==> config.mk <==
export PLATFORM = sky130hd
export DESIGN_NAME = wrr_arbiter_apb
export DESIGN_NICKNAME = d
export VERILOG_FILES = /design/src/rtl/wrr_arbiter_apb.sv
export SDC_FILE = /design/constraint.sdc
export NUM_CORES = 1
export LEC_CHECK = 0
export CORE_UTILIZATION = 65
export DETAILED_ROUTE_END_ITERATION = 7
export DONT_BUFFER_PORTS = 1
export PLACE_DENSITY_LB_ADDON = 0.15
export SLEW_MARGIN = 40
export SYNTH_ARGS = -nofsm -noshare
export SYNTH_HDL_FRONTEND = slang
export SYNTH_SLANG_ARGS = --single-unit
==> constraint.sdc <==
create_clock -name Pclk_i -period 13 [get_ports Pclk_i]
set_input_delay 1.3 -clock Pclk_i [delete_from_list [all_inputs] [get_ports Pclk_i]]
set_output_delay 1.3 -clock Pclk_i [all_outputs]
set_load 0.1 [all_outputs]
==> src/rtl/wrr_arbiter_apb.sv <==
// Weighted round-robin arbiter with an APB register file: 1-cycle request-to-grant latency.
// No backpressure: APB is zero-wait-state; grants are registered and re-evaluated every cycle.
module wrr_arbiter_apb #(
  parameter int NUM_REQ  = 8,
  parameter int WEIGHT_W = 4
) (
  input  logic                Pclk_i,
  input  logic                PResetn_i,
  input  logic                PSel_i,
  input  logic                PEnable_i,
  input  logic                PWrite_i,
  input  logic [7:0]          PAddr_i,
  input  logic [31:0]         PWData_i,
  output logic [31:0]         PRData_o,
  output logic                PReady_o,
  output logic                PSlvErr_o,
  input  logic [NUM_REQ-1:0]  req_i,
  output logic [NUM_REQ-1:0]  gnt_o
);

  localparam int IDX_W = $clog2(NUM_REQ);
  localparam logic [WEIGHT_W:0]   ONE_WX = 1;
  localparam logic [WEIGHT_W-1:0] ONE_W  = 1;
  localparam logic [IDX_W-1:0]    ONE_I  = 1;
  localparam logic [IDX_W-1:0]    LAST_I = IDX_W'(NUM_REQ - 1);

  typedef struct packed {
    logic mode;
    logic en;
  } ctrl_t;

  ctrl_t               ctrl_q;
  logic [WEIGHT_W-1:0] weight_q [NUM_REQ];
  logic [31:0]         gnt_cnt_q;
  logic [IDX_W-1:0]    idx_q, ptr_q;
  logic                vld_q;
  logic [WEIGHT_W-1:0] cred_q;
  logic [NUM_REQ-1:0]  gnt_q;

  logic acc, wr_acc, rd_acc;
  logic sel_ctrl, sel_stat, sel_cnt, w_hit, mapped;
  logic [5:0] w_sel;
  logic unused_wdata;

  assign acc      = PSel_i & PEnable_i;
  assign wr_acc   = acc & PWrite_i;
  assign rd_acc   = acc & ~PWrite_i;
  assign sel_ctrl = (PAddr_i == 8'h00);
  assign sel_stat = (PAddr_i == 8'h04);
  assign sel_cnt  = (PAddr_i == 8'h08);
  assign w_sel    = PAddr_i[7:2] - 6'h04;
  assign w_hit    = (PAddr_i >= 8'h10) && (PAddr_i[1:0] == 2'b00) && (int'(w_sel) < NUM_REQ);
  assign mapped   = sel_ctrl | sel_stat | sel_cnt | w_hit;
  assign unused_wdata = ^PWData_i;

  logic [5:0]  req_cnt;
  logic [31:0] status, rdata;

  always_comb begin
    req_cnt = '0;
    for (int i = 0; i < NUM_REQ; i++) req_cnt = req_cnt + 6'(req_i[i]);
    status = '0;
    status[IDX_W-1:0] = idx_q;
    status[8]         = vld_q;
    status[21:16]     = req_cnt;
  end

  always_comb begin
    rdata = '0;
    if (sel_ctrl) rdata[1:0] = ctrl_q;
    if (sel_stat) rdata      = status;
    if (sel_cnt)  rdata      = gnt_cnt_q;
    for (int i = 0; i < NUM_REQ; i++)
      if (w_hit && w_sel == 6'(i)) rdata[WEIGHT_W-1:0] = weight_q[i];
  end

  // Reset gates the combinational read path so the bus stays quiet while held.
  assign PRData_o  = (rd_acc && PResetn_i) ? rdata : '0;
  assign PSlvErr_o = acc & ~mapped & PResetn_i;
  assign PReady_o  = 1'b1;
  assign gnt_o     = gnt_q;

  logic                cur_req, hold, found;
  logic [WEIGHT_W-1:0] cur_w, eff_w;
  logic [IDX_W-1:0]    start, start_nx, off, nxt;
  logic [NUM_REQ-1:0]  req_rot;
  int                  sum_i;

  always_comb begin
    cur_req = 1'b0;
    cur_w   = '0;
    for (int i = 0; i < NUM_REQ; i++)
      if (idx_q == IDX_W'(i)) begin
        cur_req = req_i[i];
        cur_w   = weight_q[i];
      end
    eff_w = (!ctrl_q.mode || cur_w == '0) ? ONE_W : cur_w;
    hold  = vld_q && cur_req && (({1'b0, cred_q} + ONE_WX) < {1'b0, eff_w});

    // Rotate so bit 0 is the index after start; start itself lands in the top bit, checked last.
    start    = vld_q ? idx_q : ptr_q;
    start_nx = (start == LAST_I) ? '0 : start + ONE_I;
    req_rot  = NUM_REQ'({req_i, req_i} >> start_nx);
    found    = 1'b0;
    off      = '0;
    for (int k = 0; k < NUM_REQ; k++)
      if (!found && req_rot[k]) begin
        found = 1'b1;
        off   = IDX_W'(k);
      end
    sum_i = int'(start_nx) + int'(off);
    nxt   = IDX_W'((sum_i >= NUM_REQ) ? sum_i - NUM_REQ : sum_i);
  end

  always_ff @(posedge Pclk_i or negedge PResetn_i) begin
    if (!PResetn_i) begin
      ctrl_q    <= '0;
      for (int i = 0; i < NUM_REQ; i++) weight_q[i] <= ONE_W;
      gnt_cnt_q <= '0;
      idx_q     <= '0;
      ptr_q     <= LAST_I;
      vld_q     <= 1'b0;
      cred_q    <= '0;
      gnt_q     <= '0;
    end else begin
      if (wr_acc && sel_ctrl) ctrl_q <= ctrl_t'(PWData_i[1:0]);
      for (int i = 0; i < NUM_REQ; i++)
        if (wr_acc && w_hit && w_sel == 6'(i)) weight_q[i] <= PWData_i[WEIGHT_W-1:0];

      if (!ctrl_q.en) begin
        vld_q <= 1'b0;
        gnt_q <= '0;
      end else if (hold) begin
        cred_q <= cred_q + ONE_W;
      end else if (found) begin
        idx_q  <= nxt;
        ptr_q  <= nxt;
        vld_q  <= 1'b1;
        cred_q <= '0;
        gnt_q  <= NUM_REQ'(1) << nxt;
      end else begin
        vld_q <= 1'b0;
        gnt_q <= '0;
      end

      // A software clear wins over a same-edge increment.
      if (wr_acc && sel_cnt)
        gnt_cnt_q <= '0;
      else if (ctrl_q.en && !hold && found)
        gnt_cnt_q <= gnt_cnt_q + 32'd1;
    end
  end

endmodule

Word-level counts from Yosys, hierarchy flattened
Cells that the tools add are included.

Register bits after elaboration: 85. Output and inout port bits: 42.

$add $sub $neg: 14. $lt $le $gt $ge: 4. Eq/ne operators: 18. Shift operators: 2. Muxes and demuxes: 57. Bitwise logic cells: 11. Reductions and logical operators: 52.

Operators by type and width (number): 32-bit two-way mux (4); 4-bit two-way mux (19); 1-bit logical AND (33); 32-bit by 1-bit adder with 32-bit output, second input constant (1); 3-bit two-way mux (9); 6-bit by 3-bit == test with 1-bit output, second input constant (4); 8-bit two-way mux (3); 22-bit two-way mux (1); 1-bit two-way mux (20); 16-bit by 3-bit right shift with 8-bit output (1); 3-bit == test, second input constant (5); 6-bit by 1-bit adder with 6-bit output (2); 6-bit by 2-bit == test with 1-bit output, second input constant (2); 1-bit zero test (9); 8-bit by 3-bit == test with 1-bit output, second input constant (1); 8-bit by 4-bit == test with 1-bit output, second input constant (1); 8-bit by 5-bit >= comparator with 1-bit output, second input constant (1); 8-bit zero test (1); 1-bit by 3-bit left shift with 8-bit output, first input constant (1); 5-bit by 1-bit adder with 6-bit output (1); 3-bit by 2-bit == test with 1-bit output, second input constant (2); 6-bit by 1-bit == test with 1-bit output, second input constant (1); 6-bit zero test (1); 6-bit by 4-bit < comparator with 1-bit output, second input constant (1); 25 further kinds (34).

Logic depth before layout (Yosys ltp)
Depth in word-level cells: 33. Depth in mapped cells: 19.

Worst setup path after synthesis
OpenSTA, ideal clock, no wires.

Path kind: input-to-output. Start: input port req_i[0]. End: output port PRData_o[18]. Arrival: 4874 ps. Slack: 6826 ps. Stages: 10. Buffers on the path: 0. Path through: fa_1 -> inv_1 -> fa_1 -> fa_1 -> inv_1 -> ha_1 -> fa_1 -> xor2_1 -> a22oi_1 -> nor2_1.

Cells in the longest elaborated chain, start to end: 10.

Ends and longest elaborated chain: start, declared (line 17) `input logic [NUM_REQ-1:0] req_i,`; 1-bit by 1-bit adder with 2-bit output (line 61) `for (int i = 0; i < NUM_REQ; i++) req_cnt = req_cnt + 6'(req_i[i]);`; 2-bit by 1-bit adder with 3-bit output (line 61); 3-bit by 1-bit adder with 4-bit output (line 61); 4-bit by 1-bit adder with 5-bit output (line 61); 5-bit by 1-bit adder with 6-bit output (line 61); 6-bit by 1-bit adder with 6-bit output (2 in series) (line 61); 22-bit two-way mux (line 71) `if (sel_stat) rdata = status;`; 32-bit two-way mux (line 72) `if (sel_cnt) rdata = gnt_cnt_q;`; 32-bit two-way mux (line 78) `assign PRData_o = (rd_acc && PResetn_i) ? rdata : '0;`; end, declared (line 14) `output logic [31:0] PRData_o,`.

Every way passes these cells.

Worst setup path in the final report
Same ends and word-level chain as after synthesis.

==> results.md <==
* Comb power frac at between 50% and 60%
* Syn Inst Count at 585
* Drt pass-1 iters at 6
* Final worst-path cycle share at 42.9%
* Die height at between 90 and 100 um
* Ys async rst share at between 90% and 100%
* Mapped Nets at about 660
* Relative slew slack at about two fifths
* Seq/Total Area, Yosys at between 30 and 40%
* Global-route wire length before repair at about 22000 um
* RR Startpoint: vld_q
* Clock latency on the worst-skew pair at roughly 0.37 ns
* Final hold violation count at 0
* Failing checks: DRC
* Layout cells sized above 1 at between 20% and 30%
* Initial Utilization at approximately two thirds
* Reg-to-reg endpoint: gnt_o[7]
* Starting DRT DRC Count at about 360
* # diodes at 0
* Full die area at 9270 um^2
* Leakage Power at around 2.6 nW
* Clock skew at a little over 0.01 ns
* Fin cells at 695
* Overall Power at 1.25 mW
* Pin count of the biggest net entering global routing at 87
* Dpl cells at a little under 700
* Worst-path clk slew at 0.09 ns
* Most common cell in the netlist: dfrtp_1
* Core area at just under 9000 um^2
* IO Pins at 95
* Biggest area consumer among synthesized cells: dfrtp_1
* Vias per cell at between 6 and 7
* Pwr/cell area at between 150 and 200 nW/um^2
* Hpwl dp at around 9900 um
* H-Tree Depth at 3
* Final nets at between 600 and 700
* Switch share at 46.1%
* P&R area growth vs syn at 11.3%
* Syn Area/Cell at between 9 and 10 um^2
* RSZ-0062 raised after global routing: no
* Vias in the first global route at 4571
* Top cell type's share of synthesized area at around 32%
* Final Setup Violations at 0
* Post-synth top flop: dfrtp_1
* Setup repair bufs after CTS at 0
* Critical-path maximum fanout at 8
* Initial antenna violation count at 0
* Max VDD drop at approximately 0.15 mV
* Maximum clock frequency at 179 MHz
* WL per Instance at ~20 um
* Period minus WS final at between 5 and 6 ns
* Die Wd at between 90 and 100 um
* Cells resized by post-CTS repair at 0
* Post-synth EDFFs at 0
* Cts bufs inserted at 9
* Net Switching at a little under 0.6 mW
* Worst Path Required at 11.70 ns
* CTS Sinks at 85
* Post-route setup TNS at 0 ns
* CTS root buf: clkbuf_8
* Status: finished with violations
* Startpoint types: input port
* Top cells by area, synth: dfrtp_1, mux2_2, mux4_2, dfstp_2, nand2_1
* Fin Hold WS at ~0.48 ns
* Internal power at a little under 0.7 mW
* Register share of total power at between 30% and 40%
* Post-Syn Area at between 5000 and 6000 um^2
* Synthesized flop and latch total at 85
* Synth warn at 0
* CTS tree: yes
* Gr usage total at about a third
* Vias at 4811
* RePlAce Congestion at 0.856
* Core Rows at 34
* Final Util at 74.1%
* Critical path capture point type: output port
* Cell variety after synth at 64
* Antenna viol nets, final at 0
* Most common library cells after synthesis: dfrtp_1, nand2_1, mux2_2
* Drt drc at 1
* Worst Reg-to-Reg Cells at 15
* Arr. time, crit path at ~4.3 ns
* Critical Path Start: req_i[0]
* IO buf count at 0
* Worst Tran Pin Value at 0.885 ns
* Hold Path Class: flop to flop
* Final wirelength at 13900 um
* Crit path to: PRData_o[18]
* Maximum clock path buffer count at 2
* Clock share of power at between 15 and 20%
* Grt total ovfl at 0
* Hold-fix buffers, CTS at 0
* Crit Path Category: input port to output port
* R2R Setup Slk at slightly below 8 ns
* Max Cap Viol at 0
* Final Slew Violations at 0
==> worst max-delay path, stage by stage <==
cell     delay (ns)
fa_1           0.52
inv_1          0.05
fa_1           0.46
fa_1           0.49
inv_1          0.04
ha_1           0.20
fa_1           0.39
xor2_1         0.17
a22oi_1        0.12
nor2_4         0.54
==> per-stage QoR <==
step	area (um^2)	setup WS (ns)
2_1_floorplan	5780	6.83
3_3_place_gp	6150	7.19
3_5_place_dp	6210	7.43
4_1_cts	6420	7.42
5_1_grt	6430	7.33
6_report	6430	7.42
==> cell usage in the layout, fill, tap and decap left out, types with 6 or more instances in the layout <==
cell,n
ha_1,14
a21oi_1,33
clkbuf_16,6
nand3_1,12
o21ai_0,26
mux2i_1,14
and2_2,17
a22oi_1,6
mux2_2,42
inv_1,34
a22o_1,7
nand4_1,10
dfrtp_1,66
nand2_1,47
mux4_2,18
o31ai_1,17
nor3_2,11
dfstp_2,11
or3_1,13
or2_2,7
dfrtp_2,8
or4_1,14
clkbuf_8,9
nor2_1,32
nor3_1,9
==> worst min path at each step <==
stage	from	endpoint	slack [ns]	cells past startpoint
6_report	ptr_q[0]	ptr_q[0]	0.48	2
5_1_grt	ptr_q[0]	ptr_q[0]	0.52	2
4_1_cts	ptr_q[0]	ptr_q[0]	0.48	2
3_5_place_dp	ptr_q[0]	ptr_q[0]	0.47	2
3_3_place_gp	ptr_q[0]	ptr_q[0]	0.47	2
2_1_floorplan	ptr_q[0]	ptr_q[0]	0.46	2
==> state kept, by name, summed over array words and instances (netlist names) <==
register / cells
cred_q: 4
gnt_cnt_q: 32
ctrl_q: 2
idx_q: 3
ptr_q: 3
gnt_o: 8
weight_q: 32
vld_q: 1
==> cells by family after synthesis <==
logic type / synth area share [%]
other: 0.0649
AND/OR/NAND/NOR: 18.2
multiplexers: 18.8
buffers and inverters: 4.65
AO/OA/AOI/OAI: 15.5
adder cells (fa/ha/maj): 4.94
flip-flops: 37.0
XOR/XNOR: 0.909
==> power groups by stage <==
stage | clock (mW) | sequential (mW) | combinational (mW)
global placement | 0 | 0.412 | 0.600
CTS | 0.201 | 0.409 | 0.630
detailed placement | 0 | 0.414 | 0.627
finish | 0.200 | 0.410 | 0.639
global route | 0.210 | 0.418 | 0.712
floorplan | 0 | 0.385 | 0.531
==> layout make-up <==
type                            instances  area (um^2)
Clock buffer                            9          124
Tap cell                              108          135
Timing Repair Buffer                   14          298
Fill cell                             606         2240
Multi-Input combinational cell        437         3510
Sequential cell                        85         2150
Clock inverter                          7         81.3
Inverter                               35          134
==> per-layer routing <==
layer  up-vias  part of all wire (%)  track usage, %
li1       2165                     -               -
met1      2464                    44            43.1
met2       162                    50            51.3
met3        20                   5.2            5.21
met4         0                   1.4            10.7
met5         -                     0               0
Note: power is estimated with default switching activity, not from simulation.
